## src/rtl/fifo_bank_pkg.sv

```systemverilog
// Shared address map and status-word layout for the fifo_bank_avalon channel FIFO bank.
// Optional overflow counter at ADDR_OVF exists only when FIFO_BANK_OVF_COUNT_EN is defined.
package fifo_bank_pkg;

    localparam logic [3:0] ADDR_CTRL = 4'd0;
    localparam logic [3:0] ADDR_OVF  = 4'd15;

    // Status word returned at ADDR_CTRL: one bit per channel, up to 8 channels.
    typedef struct packed {
        logic [7:0] rsvd_hi;
        logic [7:0] full;
        logic [7:0] rsvd_lo;
        logic [7:0] empty;
    } status_t;

    function automatic logic [31:0] status_word(input logic [7:0] full, input logic [7:0] empty);
        status_t s;
        s       = '0;
        s.full  = full;
        s.empty = empty;
        return s;
    endfunction

endpackage

```

## src/rtl/fifo_bank_avalon_sync_fifo.sv

```systemverilog
// Single-clock show-ahead FIFO used once per channel of fifo_bank_avalon.
// Independent of FIFO_BANK_OVF_COUNT_EN.
module sync_fifo #(
    parameter int DATA_W = 32,
    parameter int DEPTH  = 4
) (
    input  logic                     clk,
    input  logic                     reset,
    input  logic                     push,
    input  logic                     pop,
    input  logic                     flush,
    input  logic [DATA_W-1:0]        din,
    output logic [DATA_W-1:0]        dout,
    output logic                     empty,
    output logic                     full,
    output logic [$clog2(DEPTH):0]   count
);
    localparam int AW = $clog2(DEPTH);
    localparam logic [AW:0] FULL_CNT = (AW+1)'(DEPTH);

    logic [DATA_W-1:0] mem_q [DEPTH];
    logic [AW-1:0]     wr_ptr_q, wr_ptr_d;
    logic [AW-1:0]     rd_ptr_q, rd_ptr_d;
    logic [AW:0]       count_q, count_d;
    logic              do_push, do_pop;

    assign empty = (count_q == '0);
    assign full  = (count_q == FULL_CNT);
    assign count = count_q;
    assign dout  = mem_q[rd_ptr_q];

    // A push into a full FIFO is still accepted when the head leaves on the same edge.
    assign do_pop  = pop && !empty;
    assign do_push = push && (!full || do_pop);

    always_comb begin
        wr_ptr_d = wr_ptr_q;
        rd_ptr_d = rd_ptr_q;
        count_d  = count_q;
        if (flush) begin
            wr_ptr_d = '0;
            rd_ptr_d = '0;
            count_d  = '0;
        end else begin
            if (do_push) wr_ptr_d = wr_ptr_q + 1'b1;
            if (do_pop)  rd_ptr_d = rd_ptr_q + 1'b1;
            case ({do_push, do_pop})
                2'b10:   count_d = count_q + 1'b1;
                2'b01:   count_d = count_q - 1'b1;
                default: count_d = count_q;
            endcase
        end
    end

    always_ff @(posedge clk or negedge reset) begin
        if (!reset) begin
            wr_ptr_q <= '0;
            rd_ptr_q <= '0;
            count_q  <= '0;
        end else begin
            wr_ptr_q <= wr_ptr_d;
            rd_ptr_q <= rd_ptr_d;
            count_q  <= count_d;
        end
    end

    // Storage is not reset; stale entries stay hidden behind count_q == 0.
    always_ff @(posedge clk) begin
        if (do_push && !flush) mem_q[wr_ptr_q] <= din;
    end

endmodule

```

## src/rtl/fifo_bank_avalon.sv

```systemverilog
// Bank of NUM_CH show-ahead FIFOs filled over an Avalon-MM slave and drained per channel.
// Define FIFO_BANK_OVF_COUNT_EN to build the saturating dropped-push counter at ADDR_OVF.
module fifo_bank_avalon
    import fifo_bank_pkg::*;
#(
    parameter int NUM_CH = 3,
    parameter int DATA_W = 32,
    parameter int DEPTH  = 4
) (
    input  logic                     clk,
    input  logic                     reset,
    input  logic                     chipselect,
    input  logic                     write,
    input  logic                     read,
    input  logic [3:0]               address,
    input  logic [31:0]              writedata,
    output logic [31:0]              readdata,
    output logic [NUM_CH-1:0]        deq_valid,
    input  logic [NUM_CH-1:0]        deq_ready,
    output logic [NUM_CH*DATA_W-1:0] deq_data
);
    localparam int CW = $clog2(DEPTH) + 1;

    logic              wr_en, rd_en;
    logic [NUM_CH-1:0] push, flush, empty, full;
    logic [CW-1:0]     count_w [NUM_CH];
    logic [31:0]       readdata_q, readdata_d;
    logic [7:0]        full8, empty8;

    assign wr_en = chipselect && write;
    assign rd_en = chipselect && read;

    for (genvar k = 0; k < NUM_CH; k++) begin : g_ch
        assign push[k]  = wr_en && (address == 4'(k + 1));
        assign flush[k] = wr_en && (address == ADDR_CTRL) && writedata[k];

        sync_fifo #(
            .DATA_W (DATA_W),
            .DEPTH  (DEPTH)
        ) u_fifo (
            .clk    (clk),
            .reset  (reset),
            .push   (push[k]),
            .pop    (deq_ready[k]),
            .flush  (flush[k]),
            .din    (writedata[DATA_W-1:0]),
            .dout   (deq_data[k*DATA_W +: DATA_W]),
            .empty  (empty[k]),
            .full   (full[k]),
            .count  (count_w[k])
        );
    end

    assign deq_valid = ~empty;
    assign readdata  = readdata_q;

`ifdef FIFO_BANK_OVF_COUNT_EN
    logic [15:0] ovf_q, ovf_d;
    logic        drop;

    // At most one channel is addressed per cycle, so at most one drop per edge.
    assign drop = |(push & full & ~(deq_ready & ~empty));

    always_comb begin
        ovf_d = ovf_q;
        if (wr_en && (address == ADDR_CTRL) && writedata[31]) ovf_d = '0;
        else if (drop && (ovf_q != 16'hFFFF))                 ovf_d = ovf_q + 16'd1;
    end

    always_ff @(posedge clk or negedge reset) begin
        if (!reset) ovf_q <= '0;
        else        ovf_q <= ovf_d;
    end
`endif

    always_comb begin
        full8                = '0;
        empty8               = '0;
        full8[NUM_CH-1:0]    = full;
        empty8[NUM_CH-1:0]   = empty;
        readdata_d           = readdata_q;
        if (rd_en) begin
            readdata_d = '0;
            if (address == ADDR_CTRL) readdata_d = status_word(full8, empty8);
            for (int k = 0; k < NUM_CH; k++) begin
                if (address == 4'(k + 1)) readdata_d = 32'(count_w[k]);
            end
`ifdef FIFO_BANK_OVF_COUNT_EN
            if (address == ADDR_OVF) readdata_d = {16'h0000, ovf_q};
`endif
        end
    end

    always_ff @(posedge clk or negedge reset) begin
        if (!reset) readdata_q <= '0;
        else        readdata_q <= readdata_d;
    end

endmodule

```

## config.mk

```make
export PLATFORM = sky130hd
export DESIGN_NAME = fifo_bank_avalon
export DESIGN_NICKNAME = d
export VERILOG_FILES = /design/src/rtl/fifo_bank_pkg.sv /design/src/rtl/fifo_bank_avalon_sync_fifo.sv /design/src/rtl/fifo_bank_avalon.sv
export SDC_FILE = /design/constraint.sdc
export NUM_CORES = 1
export LEC_CHECK = 0
export BUFFER_PORTS_ARGS = -buffer_cell sky130_fd_sc_hd__buf_2
export CAP_MARGIN = 15
export CORE_UTILIZATION = 30
export DETAILED_ROUTE_END_ITERATION = 7
export PLACE_DENSITY = 0.51
export SLEW_MARGIN = 10
export SYNTH_ARGS = -nofsm -noshare
export SYNTH_HDL_FRONTEND = slang
export SYNTH_HIERARCHICAL = 1
export SYNTH_SLANG_ARGS = --single-unit
```

## constraint.sdc

```tcl
create_clock -name clk -period 3.2 [get_ports clk]
set_clock_uncertainty 0.2 [all_clocks]
set_input_delay 0.16 -clock clk [delete_from_list [all_inputs] [get_ports clk]]
set_output_delay 0.16 -clock clk [all_outputs]
set_load 0.02 [all_outputs]
```

After elaboration in Yosys (flattened, before gate mapping)
Memories as Yosys holds them, arrays and structs flattened.
Cells that the tools add are included.
{"block": "word_totals", "inputBits": 44, "memories": 3, "out_inout_bits": 131, "regBits": 53, "word_cells": 109, "mem_bits_rw": 384}
{"memory": "g_ch[0].u_fifo.mem_q", "words": 4, "word_bits": 32, "read_ports": 1, "rd_ports_with_merged_regs": 0, "write_ports": 1, "line": "fifo_bank_avalon_sync_fifo.sv:21", "rtl": "logic [DATA_W-1:0] mem_q [DEPTH];"}
{"memory": "g_ch[1].u_fifo.mem_q", "words": 4, "word_bits": 32, "read_ports": 1, "rd_ports_with_merged_regs": 0, "write_ports": 1, "line": "fifo_bank_avalon_sync_fifo.sv:21"}
{"memory": "g_ch[2].u_fifo.mem_q", "words": 4, "word_bits": 32, "read_ports": 1, "rd_ports_with_merged_regs": 0, "write_ports": 1, "line": "fifo_bank_avalon_sync_fifo.sv:21"}
{"block": "op_classes", "muxes": 28, "reduce_logical": 43, "eq_ne": 12, "addsub": 12, "n_bitwise": 1}
{"cell": "two-way mux 32 bit", "count": 3}
{"cell": "two-way mux 2 bit", "count": 12}
{"cell": "two-way mux 19 bit", "count": 1}
{"cell": "logical AND 1 bit", "count": 18}
{"cell": "one-hot mux 3 bit (2 select lines)", "count": 3}
{"cell": "adder 2 x 1 -> 2 bit (second input constant)", "count": 6}
{"cell": "nonzero test 2 bit", "count": 6}
{"cell": "adder 3 x 1 -> 3 bit (second input constant)", "count": 3}
{"cell": "== test 3 bit (second input constant)", "count": 3}
{"cell": "zero test 1 bit", "count": 9}
{"cell": "zero test 3 bit", "count": 3}
{"cell": "two-way mux 3 bit", "count": 3}
{"cell": "nonzero test 3 bit", "count": 3}
{"cell": "subtractor 3 x 1 -> 3 bit (second input constant)", "count": 3}
{"cell": "== test 4 x 2 -> 1 bit (second input constant)", "count": 2}
{"cell": "== test 2 x 1 -> 1 bit (second input constant)", "count": 3}
{"cell": "== test 2 bit (second input constant)", "count": 3}
{"cell": "two-way mux 1 bit", "count": 6}
{"cell": "== test 4 x 1 -> 1 bit (second input constant)", "count": 1}
{"cell": "zero test 4 bit", "count": 1}
{"cell": "logical OR 1 bit", "count": 3}
{"cell": "NOT 3 bit", "count": 1}

Longest topological paths before layout
Gate-level depths: netlist of the first run.
{"block": "depth", "ltp_word": 8, "ltp_mapped": 11, "depth_no_buf": 9}

Cells and area by module
The synthesis of the first run kept the hierarchy.
{"module": "sync_fifo at g_ch[0].u_fifo ...", "cells_per_inst": 235, "seq_area_each_um2": 4018.9, "n_inst": 2, "area_per_inst_um2": 5211.2}
{"module": "sync_fifo at g_ch[2].u_fifo", "cells_per_inst": 234, "seq_area_each_um2": 4018.9, "n_inst": 1, "area_per_inst_um2": 5281.3}
{"module": "fifo_bank_avalon", "cells_per_inst": 62, "seq_area_each_um2": 150.1, "n_inst": 1, "area_per_inst_um2": 611.8}

Worst setup path before layout of the first run
Ideal clock, no wire load.
{"block": "synth_path", "path_kind": "input-to-reg", "from": "input address[2]", "to": "memory g_ch[2].u_fifo.mem_q[0][0], enable pin", "required_time_ns": 2.608, "n_path_buf": 1, "setup_time_ns": 0.392, "stages": 6, "arrival_time_ns": 1.938, "setup_slack_ns": 0.670, "path_cell_list": "nand4bb_1 -> nor3_1 -> buf_2 -> inv_1 -> nor3_1 -> and2_1"}
{"block": "synth_between", "word_cells_on_any_way": 10, "classes_between": "1 x eq/ne; 2 x mux; 7 x reduce/logical"}
{"item": "from (decl)", "line": "fifo_bank_avalon.sv:15", "rtl": "input logic [3:0] address,"}
{"item": "== test 4 x 2 -> 1 bit", "line": "fifo_bank_avalon.sv:34", "rtl": "assign push[k] = wr_en && (address == 4'(k + 1));"}
{"item": "logical AND 1 bit", "line": "fifo_bank_avalon.sv:34"}
{"item": "net push[2]", "line": "fifo_bank_avalon.sv:25", "rtl": "logic [NUM_CH-1:0] push, flush, empty, full;"}
{"item": "logical AND 1 bit", "line": "fifo_bank_avalon_sync_fifo.sv:34", "rtl": "assign do_push = push && (!full || do_pop);"}
{"item": "logical AND 1 bit", "line": "fifo_bank_avalon_sync_fifo.sv:69", "rtl": "if (do_push && !flush) mem_q[wr_ptr_q] <= din;"}
{"item": "two-way mux 1 bit", "line": "fifo_bank_avalon_sync_fifo.sv:69"}
{"item": "two-way mux 1 bit (not written as such)", "line": "fifo_bank_avalon_sync_fifo.sv:69"}
{"item": "to (decl)", "line": "fifo_bank_avalon_sync_fifo.sv:21"}
The timed path passes the listed nets, and every way through them passes these cells.

Worst setup path after layout of the first run
{"block": "layout_path", "from": "register g_ch[2].u_fifo.rd_ptr_q[0]", "to": "output deq_data[81]"}
{"block": "layout_between", "elab_chain_cells": 1}
{"item": "from (decl)", "line": "fifo_bank_avalon_sync_fifo.sv:23", "rtl": "logic [AW-1:0] rd_ptr_q, rd_ptr_d;"}
{"item": "from (signal assigned)", "line": "fifo_bank_avalon_sync_fifo.sv:62", "rtl": "rd_ptr_q <= rd_ptr_d;"}
{"item": "memory read (4 x 32 bit)"}
{"item": "to (decl)", "line": "fifo_bank_avalon.sv:20", "rtl": "output logic [NUM_CH*DATA_W-1:0] deq_data"}
No other way between the ends.

==> impl_metrics.ini, run 1 <==
[placement]
place_ws_ps = 509.8
io_buffers = 148
place.gp.congestion = 0.7271
postPlaceCellArea_mm2 = 0.01783
hpwl_um = 22530

[clock_tree]
h-tree-depth = 2
cts.repair.resized = 0
cts.sinks = 411
cts_tree = yes
cts_root_buf = clkbuf_16
clk_latency_ps = 570
cts.path.max_buffers = 3
numCtsBuffers = 45
clk_pin_slew_ps = 60

[die]
io_pins = 175
dieArea_mm2 = 0.05532
core-area_mm2 = 0.05381
initial_core_util_pct = 30.32
placementRows = 85
die_width_um = 235.2
die_h_um = 235.2

[cells_and_area]
drive_gt1_share_pct = 34.27
final_cell_mix = 384 x edfxtp_1, 148 x buf_2, 95 x mux4_2
nets = 1052
design_area_mm2 = 0.01972
mostFrequentLayoutCell = edfxtp_1
syn_to_final_growth_pct = 20.86

[synth]
ys_warn_count = 6
synthMuxAreaShare_pct = 14.01
synth.ff_latch_count = 411
synth_cell_types = 56
synth_top_family_by_area = multiplexers
synthAdderAreaFrac_pct = 1.288
ys.flop_type = edfxtp_1
synthXorXnorAreaFrac_pct = 0.6442
synth_edf_count = 384
ys_seq_area_share_pct = 74.82
syn_inst = 766
synth-simple-area-share_pct = 2.784
async_flop_share_pct = 6.569
synth_compound_area_share_pct = 2.615
netlist_area_mm2 = 0.01632
synth.avg_cell_area_um2 = 21.30

[critical_path]
critPathSlowestCell = dfrtp_4
crit_buf_inv = 2
worstPathArrival_ps = 2460
path_class = reg2out
critPathMaxFanout = 31
cp_data_required_time_ps = 2840
cp_cell_sequence = buf_4 > mux4_2 > buf_2
end_kind = output pin
crit_family = flip-flops
max_stage_delay_ps = 830
critPathLaunchType = flip-flop

[global_routing]
grt_pass1_vias = 8340
track_usage_pct = 13.59
antenna_found_initial = 1
grt_pass1_wl_um = 55600
gr-total-overflow = 0
grt_start_max_net_pins = 35

[power]
worst_ir_drop_vdd_mv = 0.3792
power_mw = 15.97
p_leak_nw = 6.696
p_per_area_mw_per_mm2 = 809.9

[detailed_routing]
post-route-drc-count = 0
wl_per_cell_um = 21.48
drtIter0Drc = 521
vias = 7921
vias_per_cell = 4.592
drt_first_pass_iters = 5
ant_nets = 0
wl_um = 37050

[sta]
holdWs_ps = 125.4
hold_viol = 0
setup_violations = 0
slew_headroom_pct = 26.24
setup_ws_ps = 378.1
report.final.slew_viol_count = 0
timing.fmax_mhz = 354.4
setup_tns_ps = 0
rsz0062_at_grt = false
min_period_over_period_pct = 88.19
worstMarginPinSlew_ps = 1106
min_period_ps = 2822

[outcome]
status = complete, no violations

[worst_hold_path]
hp-class = in2reg

[job]
drv_cap = 0
## metrics by stage
| step | cells | utilization [%] |
|---|---|---|
| 5_1_grt | 1723 | 36.63 |
| 3_3_place_gp | 1593 | 33.13 |
| 6_report | 1725 | 36.64 |
| 3_5_place_dp | 1593 | 33.13 |
| 4_1_cts | 1723 | 36.63 |
| 2_1_floorplan | 791 | - |
## cell families (layout without fill, tap and decap cells)
| family | Yosys count | in the layout |
|---|---|---|
| AO/OA/AOI/OAI | 57 | 57 |
| XOR/XNOR | 12 | 12 |
| adder cells (fa/ha/maj) | 15 | 15 |
| buffers and inverters | 87 | 323 |
| flip-flops | 411 | 411 |
| multiplexers | 103 | 103 |
| other | 1 | 28 |
| AND/OR/NAND/NOR | 80 | 80 |
## timing repair
| action | in CTS | in global routing |
|---|---|---|
| buffers inserted | 0 | 0 |
| endpoints found under the hold margin | 438 | 0 |
| hold buffers | 49 | 0 |
| endpoints found under the setup margin | 0 | 0 |
## area by class of cell
cell class / instances / area [um2]
antenna: 2 / 5.005
clock buffer: 60 / 1235
clock inverter: 21 / 150.1
fill: 5042 / 34100
inverter: 20 / 75.07
multi-input combinational: 293 / 3595
sequential: 411 / 12220
tap: 696 / 870.8
timing repair buffer: 222 / 1567
## state kept, by name (all words and copies together), names as in the netlist
register,count
g_ch.u_fifo/rd_ptr_q,6
g_ch.u_fifo/wr_ptr_q,6
g_ch.u_fifo/mem_q,384
readdata,6
g_ch.u_fifo/count,9
## worst register-to-register path, cell delays in order (launching register included)
cell,delay (ps)
dfrtp_1,550
or2_2,380
nor2_1,150
nand3_1,100
dlygate4sd3_1,570
o2bb2ai_1,130
dlygate4sd3_1,560
## cells in the mapped netlist (all sizes together) (3+ instances only)
master     n  area (um2)
or2        3       18.77
o211ai     4       40.03
mux4      99        2245
inv       20       75.07
a21oi      6       30.03
a32oi      3       26.28
and2      12       75.07
a31oi      3       18.77
o21ai     18       112.6
nor4b      5       58.80
nand2      7       26.28
dfrtp     27       675.7
o2bb2ai    3       26.28
fa         3       60.06
edfxtp   384       11530
xnor2      4       35.03
a21o       3       22.52
a221oi     3       32.53
ha        12       150.1
clkbuf     4       15.01
buf       63       533.0
nand3      6       30.03
xor2       8       70.07
mux2i      3       30.03
a22o       3       26.28
nand2b     8       50.05
nor2      24       90.09
nor3       4       20.02
nor2b      5       31.28
## metal layers
metal | vias up | global-route usage, % | wire (um) | part of all wire, %
li1 | 3516 | - | - | -
met5 | - | 0 | 0 | 0
met4 | 0 | 3.967 | 816 | 2.2
met2 | 197 | 21.28 | 17630 | 48
met3 | 54 | 2.861 | 1722 | 4.6
met1 | 4154 | 19.05 | 16880 | 46
## final timing paths
path | from | endpoint | slack, ps | cells past startpoint
worst min register to register | readdata[17]$_DFFE_PN0P_ | readdata[17]$_DFFE_PN0P_ | 300 | 1
worst max-delay path | g_ch[2].u_fifo/rd_ptr_q[0]$_DFFE_PN0P_ | deq_data[81] | 380 | 3
worst max register to register | g_ch[2].u_fifo/count[0]$_DFFE_PN0P_ | readdata[18]$_DFFE_PN0P_ | 500 | 6
worst min-delay path | write | g_ch[0].u_fifo/rd_ptr_q[0]$_DFFE_PN0P_ | 130 | 6
max in group asynchronous | reset | g_ch[1].u_fifo/rd_ptr_q[0]$_DFFE_PN0P_ | 2180 | 4
min in group asynchronous | reset | g_ch[0].u_fifo/count[2]$_DFFE_PN0P_ | 430 | 4
## where the power goes
group          switching (mW)  internal (mW)  total, mW
clock                    2.04           2.86       4.90
combinational            2.32           1.96       4.28
sequential              0.743           6.05       6.79
total                    5.10           10.9       16.0
Power figures use the tool's default switching activity.
==> run 2, diff against run 1 <==
CORE_ASPECT_RATIO = 0.7   (was default)
==> impl_metrics.ini, run 2 (same netlist as run 1, synthesis figures left out) <==
[outcome]
status = finished, violations left
violations = negative hold slack

[detailed_routing]
vias = 7936
drt_first_pass_iters = 5
post-route-drc-count = 0
vias_per_cell = 4.532
wl_per_cell_um = 21.08
ant_nets = 0
drtIter0Drc = 631
wl_um = 36920

[sta]
hold_viol = 3
setup_tns_ps = 0
timing.fmax_mhz = 357.8
slew_headroom_pct = 28.86
holdWs_ps = -15.90
min_period_over_period_pct = 87.33
rsz0062_at_grt = false
worstMarginPinSlew_ps = 1067
report.final.slew_viol_count = 0
setup_violations = 0
min_period_ps = 2795

[critical_path]
critPathSlowestCell = dfrtp_4
max_stage_delay_ps = 780
path_class = reg2out
end_kind = output pin
critPathMaxFanout = 27
cp.depth = 3
r2r_setup_slack_ps = 510
r2r_cells = 6
cp_cell_sequence = buf_4 > mux4_2 > buf_2
critPathLaunchType = flip-flop
crit_family = flip-flops
cp_data_required_time_ps = 2840
worstPathArrival_ps = 2430
crit_buf_inv = 2

[clock_tree]
numCtsBuffers = 41
cts_hold_buf = 47
cts_root_buf = clkbuf_16
cts.path.max_buffers = 3
cts.sinks = 411
h-tree-depth = 2
post_cts.repair.setup_buffers = 0
clk_latency_ps = 540
cts.repair.resized = 0
clk_pin_slew_ps = 70
cts_tree = yes

[global_routing]
grt.busiest_layer = met2
grt_pass1_wl_um = 54100
grt_start_max_net_pins = 34
use_met2_pct = 19.94
gr-total-overflow = 0
track_usage_pct = 13.33
grt_use_met1_pct = 19.62
antenna_found_initial = 1
grt_pass1_vias = 8078
use_met3_pct = 3.394

[cells_and_area]
nets = 1049
drive_gt1_share_pct = 35.16
diodes = 0
top_register = g_ch.u_fifo/mem_q
final_cell_mix = 384 x edfxtp_1, 148 x buf_2, 95 x mux4_2
largest_reg_flops = 384
final_core_util_pct = 36.60
mostFrequentLayoutCell = edfxtp_1
syn_to_final_growth_pct = 20.58

[die]
core-area_mm2 = 0.05375
initial_core_util_pct = 30.36
placementRows = 71
die_h_um = 197.1
io_pins = 175
dieArea_mm2 = 0.05534
die_width_um = 280.7

[worst_hold_path]
hp-class = in2async

[placement]
hpwl_um = 23290
io_buffers = 148
place.gp.congestion = 0.7259

[power]
worst_ir_drop_vdd_mv = 0.3819
p_leak_nw = 6.688
p_per_area_mw_per_mm2 = 808.5

[job]
drv_cap = 0
[run 2: power breakdown]
| group | total (mW) | switching (mW) | internal [mW] |
|---|---|---|---|
| clock | 4.80 | 2.01 | 2.79 |
| sequential | 6.75 | 0.700 | 6.05 |
| combinational | 4.36 | 2.39 | 1.97 |
| total | 15.9 | 5.10 | 10.8 |
[run 2: final cells by class]
type                            instances  area (um2)
Clock buffer                           53        1114
Clock inverter                         21       220.2
Fill cell                            4996       34070
Inverter                               20       75.07
Multi-Input combinational cell        293        3595
Sequential cell                       411       12220
Tap cell                              730       913.4
Timing Repair Buffer                  223        1534
[run 2: worst paths after layout]
path	endpoint	start
min	readdata[17]$_DFFE_PN0P_	reset
min reg2reg	readdata[17]$_DFFE_PN0P_	readdata[17]$_DFFE_PN0P_
max reg2reg	readdata[16]$_DFFE_PN0P_	g_ch[0].u_fifo/count[0]$_DFFE_PN0P_
min in group clk	readdata[2]$_DFFE_PN0P_	address[0]
max in group asynchronous	g_ch[0].u_fifo/rd_ptr_q[0]$_DFFE_PN0P_	reset
max	deq_data[71]	g_ch[2].u_fifo/rd_ptr_q[0]$_DFFE_PN0P_
[run 2: metal layers]
layer  part of all wire (%)  routed length (um)
met2                     45               16430
met3                    6.2                2273
met1                     48               17710
met5                      0                   0
met4                    1.4                 504
[run 2: stage by stage]
stage / instances / area [um2] / total power, mW / setup slack [ps]
floorplan: 791 / 16410 / 9.860 / 669.8
global placement: 1630 / 17870 / 11.27 / 509.4
detailed placement: 1630 / 17870 / 11.29 / 443.4
CTS: 1751 / 19670 / 16.18 / 318.6
global route: 1751 / 19670 / 16.65 / 211.3
finish: 1751 / 19670 / 15.90 / 405.4
==> run 3, diff against run 2 <==
CAP_MARGIN = default   (was 15)
REMOVE_ABC_BUFFERS = 1   (was default)
==> impl_metrics.ini, run 3 (same netlist as run 1, synthesis figures left out) <==
[sta]
setup_violations = 0
slew_headroom_pct = 21.66
hold_viol = 0
worstMarginPinSlew_ps = 1175
min_period_over_period_pct = 88.11
min_period_ps = 2819
rsz0062_at_grt = false
setup_tns_ps = 0
report.final.slew_viol_count = 0
timing.fmax_mhz = 354.7

[clock_tree]
cts.sinks = 411
cts_root_buf = clkbuf_16
cts.repair.resized = 0
cts_hold_buf = 49
post_cts.repair.setup_buffers = 0
clk_pin_slew_ps = 70
clk_latency_ps = 570
cts.path.max_buffers = 3
cts_tree = yes
h-tree-depth = 2
numCtsBuffers = 41

[global_routing]
grt_use_met1_pct = 20.41
grt.busiest_layer = met1
grt_pass1_vias = 8055
antenna_found_initial = 1
use_met3_pct = 3.099
use_met2_pct = 20.01
grt_start_max_net_pins = 35
gr-total-overflow = 0
track_usage_pct = 13.62
grt_pass1_wl_um = 54940

[outcome]
status = finished, violations left
violations = design-rule violations

[cells_and_area]
diodes = 0
final_cell_mix = 384 x edfxtp_1, 148 x buf_2, 95 x mux4_2
final_core_util_pct = 36.55
nets = 1051
design_area_mm2 = 0.01964
mostFrequentLayoutCell = edfxtp_1
syn_to_final_growth_pct = 20.39
top_register = g_ch.u_fifo/mem_q
drive_gt1_share_pct = 35.07
final_cells = 1748
largest_reg_flops = 384

[die]
core-area_mm2 = 0.05375
placementRows = 71
initial_core_util_pct = 30.36
die_h_um = 197.1
die_width_um = 280.7
io_pins = 175
dieArea_mm2 = 0.05534

[critical_path]
end_kind = output pin
path_class = reg2out
critPathLaunchType = flip-flop
worstPathArrival_ps = 2460
r2r_setup_slack_ps = 520
cp_data_required_time_ps = 2840
critPathMaxFanout = 34

[detailed_routing]
vias_per_cell = 4.580
wl_per_cell_um = 21.45
ant_nets = 0
post-route-drc-count = 2
vias = 8006
drt_first_pass_iters = 7
drtIter0Drc = 718
wl_um = 37490

[power]
power_mw = 15.87
p_per_area_mw_per_mm2 = 808.2
p_leak_nw = 6.682
worst_ir_drop_vdd_mv = 0.3788

[placement]
io_buffers = 148
place.gp.congestion = 0.7170
place_inst = 1630
postPlaceCellArea_mm2 = 0.01782
hpwl_um = 23800

[job]
drv_cap = 0

[worst_hold_path]
hp-class = in2reg
-- run 3: worst max-delay path, stage by stage (launching register included) --
cell	delay (ps)
dfrtp_4	880
mux4_1	770
buf_2	220
-- run 3: report_power, final --
group	total [mW]	internal, mW	switching [mW]
Clock	4.79	2.75	2.04
Combinational	4.25	1.93	2.32
Sequential	6.83	6.04	0.788
Total	15.9	10.7	5.15
-- run 3: metal layers --
metal  part of all wire, %  wire, um  vias up
li1                      -         -     3508
met1                    49     18380     4239
met2                    44     16520      211
met3                   5.3      1977       46
met4                   1.6       599        2
met5                 0.032        12        -
-- run 3: worst paths after layout --
check                                                       start                                     end  cells past startpoint
max                        g_ch[2].u_fifo/rd_ptr_q[0]$_DFFE_PN0P_                            deq_data[65]                      2
min                                                         write  g_ch[0].u_fifo/rd_ptr_q[1]$_DFFE_PN0P_                      5
max reg2reg                   g_ch[1].u_fifo/count[0]$_DFFE_PN0P_   g_ch[1].u_fifo/mem_q[1][11]$_DFFE_PP_                      3
min reg2reg                              readdata[17]$_DFFE_PN0P_                readdata[17]$_DFFE_PN0P_                      1
max in group asynchronous                                   reset  g_ch[1].u_fifo/rd_ptr_q[0]$_DFFE_PN0P_                      4
min in group asynchronous                                   reset                 readdata[2]$_DFFE_PN0P_                      4
-- run 3: final cells by class --
cell class | count | area (um2)
repair buffers | 225 | 1514
multi-input cells | 293 | 3595
flip-flops and latches | 411 | 12220
inverters | 20 | 75.07
clock inverters | 21 | 250.2
well taps | 730 | 913.4
clock buffers | 48 | 1074
fillers | 4919 | 34100
-- run 3: metrics by stage --
step	hold slack, ps	worst slack, ps
6_report	149.2	380.6
5_1_grt	177.5	224.4
4_1_cts	121.6	271.3
3_5_place_dp	45.55	433.8
3_3_place_gp	44.18	477.6
2_1_floorplan	-335.6	250.1
